===== src/rtl/stall_ctrl_pkg.sv =====
// Shared opcode/funct constants, instruction classes and Tuse/Tnew rules
// for the hazard and stall controller.
package stall_ctrl_pkg;

    localparam int unsigned IR_W  = 32;
    localparam int unsigned REG_W = 5;
    localparam int unsigned OPC_W = 6;
    localparam int unsigned T_W   = 2;
    localparam int unsigned CNT_W = 4;

    localparam logic [OPC_W-1:0] OP_SPECIAL = 6'h00;
    localparam logic [OPC_W-1:0] OP_JAL     = 6'h03;
    localparam logic [OPC_W-1:0] OP_BEQ     = 6'h04;
    localparam logic [OPC_W-1:0] OP_BNE     = 6'h05;
    localparam logic [OPC_W-1:0] OP_ADDIU   = 6'h09;
    localparam logic [OPC_W-1:0] OP_ORI     = 6'h0d;
    localparam logic [OPC_W-1:0] OP_LUI     = 6'h0f;
    localparam logic [OPC_W-1:0] OP_LW      = 6'h23;
    localparam logic [OPC_W-1:0] OP_SW      = 6'h2b;

    localparam logic [OPC_W-1:0] FN_SLL   = 6'h00;
    localparam logic [OPC_W-1:0] FN_JR    = 6'h08;
    localparam logic [OPC_W-1:0] FN_JALR  = 6'h09;
    localparam logic [OPC_W-1:0] FN_MFHI  = 6'h10;
    localparam logic [OPC_W-1:0] FN_MTHI  = 6'h11;
    localparam logic [OPC_W-1:0] FN_MFLO  = 6'h12;
    localparam logic [OPC_W-1:0] FN_MTLO  = 6'h13;
    localparam logic [OPC_W-1:0] FN_MULT  = 6'h18;
    localparam logic [OPC_W-1:0] FN_MULTU = 6'h19;
    localparam logic [OPC_W-1:0] FN_DIV   = 6'h1a;
    localparam logic [OPC_W-1:0] FN_DIVU  = 6'h1b;
    localparam logic [OPC_W-1:0] FN_ADDU  = 6'h21;
    localparam logic [OPC_W-1:0] FN_SUBU  = 6'h23;
    localparam logic [OPC_W-1:0] FN_AND   = 6'h24;
    localparam logic [OPC_W-1:0] FN_OR    = 6'h25;
    localparam logic [OPC_W-1:0] FN_SLT   = 6'h2a;
    localparam logic [OPC_W-1:0] FN_SLTU  = 6'h2b;

    typedef enum logic [3:0] {
        CLS_NOP, CLS_CAL_R, CLS_CAL_I, CLS_LD, CLS_ST, CLS_BR,
        CLS_JR, CLS_JAL, CLS_JALR, CLS_MD, CLS_MF, CLS_MT
    } cls_e;

    // TUSE_NONE exceeds every Tnew, so a non-read can never stall
    localparam logic [T_W-1:0] T_0       = 2'd0;
    localparam logic [T_W-1:0] T_1       = 2'd1;
    localparam logic [T_W-1:0] T_2       = 2'd2;
    localparam logic [T_W-1:0] TUSE_NONE = 2'd3;

    localparam logic [CNT_W-1:0] MULT_CYC = 4'd5;
    localparam logic [CNT_W-1:0] DIV_CYC  = 4'd10;

    typedef struct packed {
        cls_e             cls;
        logic [REG_W-1:0] rs;
        logic [REG_W-1:0] rt;
        logic [REG_W-1:0] dst;
        logic             is_div;
    } dec_t;

    function automatic logic [T_W-1:0] tuse_rs(input cls_e c);
        case (c)
            CLS_BR, CLS_JR, CLS_JALR:                        return T_0;
            CLS_CAL_R, CLS_MD, CLS_CAL_I, CLS_LD, CLS_MT,
            CLS_ST:                                          return T_1;
            default:                                         return TUSE_NONE;
        endcase
    endfunction

    function automatic logic [T_W-1:0] tuse_rt(input cls_e c);
        case (c)
            CLS_BR:            return T_0;
            CLS_CAL_R, CLS_MD: return T_1;
            CLS_ST:            return T_2;
            default:           return TUSE_NONE;
        endcase
    endfunction

    function automatic logic [T_W-1:0] tnew_e(input cls_e c);
        case (c)
            CLS_CAL_R, CLS_CAL_I, CLS_MF: return T_1;
            CLS_LD:                       return T_2;
            default:                      return T_0;
        endcase
    endfunction

    function automatic logic [T_W-1:0] tnew_m(input cls_e c);
        return (c == CLS_LD) ? T_1 : T_0;
    endfunction

endpackage


===== src/rtl/stall_ctrl_instr_class.sv =====
// Pure instruction decoder: IR to {class, rs, rt, destination, is_div}.
// A destination of 0 means "writes nothing".
module stall_ctrl_instr_class
    import stall_ctrl_pkg::*;
(
    input  logic [IR_W-1:0] ir_i,
    output dec_t            dec_o
);

    logic [OPC_W-1:0] op;
    logic [OPC_W-1:0] fn;
    cls_e             cls;
    logic             is_div;
    logic             unused_shamt;

    assign op           = ir_i[31:26];
    assign fn           = ir_i[5:0];
    assign unused_shamt = ^ir_i[10:6];

    always_comb begin
        cls    = CLS_NOP;
        is_div = 1'b0;
        case (op)
            OP_SPECIAL: begin
                case (fn)
                    FN_ADDU, FN_SUBU, FN_AND, FN_OR,
                    FN_SLT, FN_SLTU, FN_SLL:       cls = CLS_CAL_R;
                    FN_JR:                         cls = CLS_JR;
                    FN_JALR:                       cls = CLS_JALR;
                    FN_MULT, FN_MULTU:             cls = CLS_MD;
                    FN_DIV, FN_DIVU: begin
                        cls    = CLS_MD;
                        is_div = 1'b1;
                    end
                    FN_MFHI, FN_MFLO:              cls = CLS_MF;
                    FN_MTHI, FN_MTLO:              cls = CLS_MT;
                    default:                       cls = CLS_NOP;
                endcase
            end
            OP_ORI, OP_LUI, OP_ADDIU: cls = CLS_CAL_I;
            OP_LW:                    cls = CLS_LD;
            OP_SW:                    cls = CLS_ST;
            OP_BEQ, OP_BNE:           cls = CLS_BR;
            OP_JAL:                   cls = CLS_JAL;
            default:                  cls = CLS_NOP;
        endcase
    end

    always_comb begin
        dec_o.cls    = cls;
        dec_o.rs     = ir_i[25:21];
        dec_o.rt     = ir_i[20:16];
        dec_o.is_div = is_div;
        dec_o.dst    = '0;
        case (cls)
            CLS_CAL_R, CLS_JALR, CLS_MF: dec_o.dst = ir_i[15:11];
            CLS_CAL_I, CLS_LD:           dec_o.dst = ir_i[20:16];
            CLS_JAL:                     dec_o.dst = REG_W'(31);
            default:                     dec_o.dst = '0;
        endcase
    end

endmodule


===== src/rtl/stall_ctrl.sv =====
// Pipeline hazard/stall controller: Tuse/Tnew RAW stalls on D vs E/M, plus an
// optional mult/div busy counter compiled in with `define MDU_STALL_EN.
module stall_ctrl
    import stall_ctrl_pkg::*;
(
    input  logic            Clk,
    input  logic            Reset,
    input  logic [IR_W-1:0] IR_D,
    input  logic [IR_W-1:0] IR_E,
    input  logic [IR_W-1:0] IR_M,
    output logic            En_PC,
    output logic            En_D,
    output logic            Clr_E,
    output logic            Busy
);

    dec_t dec_d;
    dec_t dec_e;
    dec_t dec_m;

    stall_ctrl_instr_class u_dec_d (.ir_i(IR_D), .dec_o(dec_d));
    stall_ctrl_instr_class u_dec_e (.ir_i(IR_E), .dec_o(dec_e));
    stall_ctrl_instr_class u_dec_m (.ir_i(IR_M), .dec_o(dec_m));

    logic [T_W-1:0] tuse_rs_d;
    logic [T_W-1:0] tuse_rt_d;
    logic [T_W-1:0] tnew_e_c;
    logic [T_W-1:0] tnew_m_c;
    logic           hz_rs_c;
    logic           hz_rt_c;
    logic           busy_c;
    logic           mdu_stall_c;
    logic           stall_c;

    assign tuse_rs_d = tuse_rs(dec_d.cls);
    assign tuse_rt_d = tuse_rt(dec_d.cls);
    assign tnew_e_c  = tnew_e(dec_e.cls);
    assign tnew_m_c  = tnew_m(dec_m.cls);

    // A non-writing stage reports dst 0, which the r != 0 term already excludes
    assign hz_rs_c = (dec_d.rs != '0) &&
                     (((dec_d.rs == dec_e.dst) && (tuse_rs_d < tnew_e_c)) ||
                      ((dec_d.rs == dec_m.dst) && (tuse_rs_d < tnew_m_c)));
    assign hz_rt_c = (dec_d.rt != '0) &&
                     (((dec_d.rt == dec_e.dst) && (tuse_rt_d < tnew_e_c)) ||
                      ((dec_d.rt == dec_m.dst) && (tuse_rt_d < tnew_m_c)));

`ifdef MDU_STALL_EN
    logic [CNT_W-1:0] cnt_q;
    logic [CNT_W-1:0] cnt_d;
    logic             e_md_c;
    logic             unused_dec;

    assign e_md_c = (dec_e.cls == CLS_MD);

    always_comb begin
        cnt_d = cnt_q;
        if (e_md_c) begin
            cnt_d = dec_e.is_div ? DIV_CYC : MULT_CYC;
        end else if (cnt_q != '0) begin
            cnt_d = cnt_q - CNT_W'(1);
        end
    end

    always_ff @(posedge Clk) begin
        if (Reset) begin
            cnt_q <= '0;
        end else begin
            cnt_q <= cnt_d;
        end
    end

    assign busy_c      = (cnt_q != '0) | e_md_c;
    assign mdu_stall_c = busy_c &
                         ((dec_d.cls == CLS_MD) | (dec_d.cls == CLS_MF) | (dec_d.cls == CLS_MT));
    assign unused_dec  = ^{dec_d.dst, dec_d.is_div, dec_e.rs, dec_e.rt,
                           dec_m.rs, dec_m.rt, dec_m.is_div};
`else
    logic unused_dec;

    assign busy_c      = 1'b0;
    assign mdu_stall_c = 1'b0;
    assign unused_dec  = ^{Clk, dec_d.dst, dec_d.is_div, dec_e.rs, dec_e.rt, dec_e.is_div,
                           dec_m.rs, dec_m.rt, dec_m.is_div};
`endif

    // Reset forces the free-running, non-stalled output state
    assign stall_c = ~Reset & (hz_rs_c | hz_rt_c | mdu_stall_c);
    assign En_PC   = ~stall_c;
    assign En_D    = ~stall_c;
    assign Clr_E   = stall_c;
    assign Busy    = ~Reset & busy_c;

endmodule


===== config.mk =====
export PLATFORM = sky130hd
export DESIGN_NAME = stall_ctrl
export DESIGN_NICKNAME = d
export VERILOG_FILES = /design/src/rtl/stall_ctrl_pkg.sv /design/src/rtl/stall_ctrl_instr_class.sv /design/src/rtl/stall_ctrl.sv
export SDC_FILE = /design/constraint.sdc
export NUM_CORES = 1
export LEC_CHECK = 0
export ABC_CLOCK_PERIOD_IN_PS = 3800
export BUFFER_PORTS_ARGS = -buffer_cell sky130_fd_sc_hd__buf_2
export CORE_AREA = 2 2 88 90
export DETAILED_ROUTE_END_ITERATION = 10
export DIE_AREA = 0 0 90 92
export PLACE_DENSITY_LB_ADDON = 0.1
export SYNTH_ARGS = -nofsm -noshare
export SYNTH_HDL_FRONTEND = slang
export SYNTH_HIERARCHICAL = 1
export SYNTH_SLANG_ARGS = --single-unit

===== constraint.sdc =====
create_clock -name vclk -period 3.8
set_clock_uncertainty 0.15 [all_clocks]
set_input_delay 0.19 -clock vclk [all_inputs]
set_output_delay 0.19 -clock vclk [all_outputs]
set_load 0.1 [all_outputs]

==> flow_summary.toml <==
[setup_path]
crit_buf_inv = 3
path_delay_family = "compound AO/OA/AOI/OAI gates"
cp-startpoint = "IR_D[5]"
crit_arrival_ns = 3.11
crit_type = "in -> out"
crit_path_end_kind = "output pin"
cp_slowest_cell = "a2111oi_0"
crit_fanout = 4
worstSetupStartpointType = "input pin"
crit_required_ns = 3.46
path_cells = "buf_2, nand2b_1, a211o_2, nand3_2, a41o_1, inv_1, ha_1, o21ai_0, nand2_1, ha_1, a2111oi_0, o21ai_0, o31a_1, buf_12"
worst_path_largest_cell_delay_ns = 0.38

[min_path]
hold_class = "in -> out"
holdCritStartpoint = "Reset"
hold_depth = 3
hold_end = "Clr_E"

[timing]
fmax_ghz = 0.290
final_min_period_over_clock_period_pct = 90.9
grt_setup_unrepaired = "false"
fin_ws_ns = 0.347
max_slew.worst_pin.slew_ns = 0.686
fin_hold_ws_ns = 0.614
final_max_slew_viol_count = 0
hold_viol_final = 0
setup_viol = 0
min_period_ns = 3.45
fin_tns_setup_ns = 0
slew_headroom_pct = 53.9

[detailed_routing]
drt_iter0_markers = 24
via_per_inst = 4.60
first_pass_iters = 4
drc_errors = 0
vias = 1679
wl_per_cell_um = 11.8
ant_nets = 0
wl_um = 4310

[pwr]
seqPwrFrac_pct = 0
power_density_nw_per_um2 = 77.0
total_power_mw = 0.151
power_frac_comb_pct = 100.0
clkPwrFrac_pct = 0
irDropWorstVdd_mv = 0.0251
switching_share_pct = 53.9
switchingPower_mw = 0.0813
leakagePower_nw = 0.817
internal_power_mw = 0.0694

[floorplan]
io_pins = 102
placementRows = 32
start_util_pct = 20.0
die-area_sq_um = 8280
die_w_um = 90
fp.coreArea_sq_um = 7450
die_h_um = 92

[final_layout]
layout-drive-gt1-share_pct = 36.1
areaGrowthSynthToFinish_pct = 31.5
fin_nets = 369
fillers = 873
regArea_sq_um = 0
finish.utilization_pct = 26.3
clock_buffers = 0
final_cell_mix = "67 x buf_2, 22 x nor2_1, 17 x xnor2_1"
final_common_cell = "buf_2"
seq_cells = 0
antenna_cells = 0

[synthesis]
synth_nets = 306
syn_area_sq_um = 1490
yosysWarnings = 6
syn_avg_cell_area_sq_um = 7.37
synth_cells = 202

[clock_tree]
cts_resized = 0
hold_buffers = 0
cts_setup_buffers = 0

[run_status]
outcome = "finished clean"

[grt]
antenna_found_initial = 0
grt_pass1_wl_um = 7200
grt_usage_pct = 9.90
grt_overflow = 0
grt_max_degree = 7
grt_pass1_vias = 1622

[placement]
dpl.hpwl_um = 3860
pre_cts_slack_ns = 0.318
gp_congestion = 0.702
io_buffer_count = 70

[run]
drv_cap = 0
-- metrics by stage --
step	cells	area [sq um]
after floorplan	202	1500
after global placement	365	1960
after detailed placement	365	1960
after CTS	365	1960
after global routing	365	1960
final	365	1960
-- power by group through the flow --
stage | registers, mW | clock network [mW] | logic, mW
6_report | 0 | 0 | 0.151
5_1_grt | 0 | 0 | 0.168
2_1_floorplan | 0 | 0 | 0.0933
3_5_place_dp | 0 | 0 | 0.152
4_1_cts | 0 | 0 | 0.152
3_3_place_gp | 0 | 0 | 0.152
-- per-layer routing --
metal  GRT usage, %  vias to the layer above  share of wire [%]
li1               -                      889                  -
met1           13.1                      755                 48
met3          0.740                        0                3.7
met4          0.256                        0                  0
met2           18.5                       35                 48
met5              0                        -                  0
-- how the worst max path moves through the flow --
stage	slack, ns	cells past startpoint	endpoint
final	0.35	14	En_D
after global routing	0.01	14	En_D
after CTS	0.30	14	En_D
after detailed placement	0.32	14	En_D
after global placement	0.30	14	En_D
after floorplan	0.03	13	En_PC
-- final cells by class --
class	count	area [sq um]	area share (%)
multi-input cells	182	1380	70.6
repair buffers	73	418	21.3
well taps	102	128	6.52
inverters	8	30.0	1.53
No activity file was read; power rests on OpenSTA's default activity.
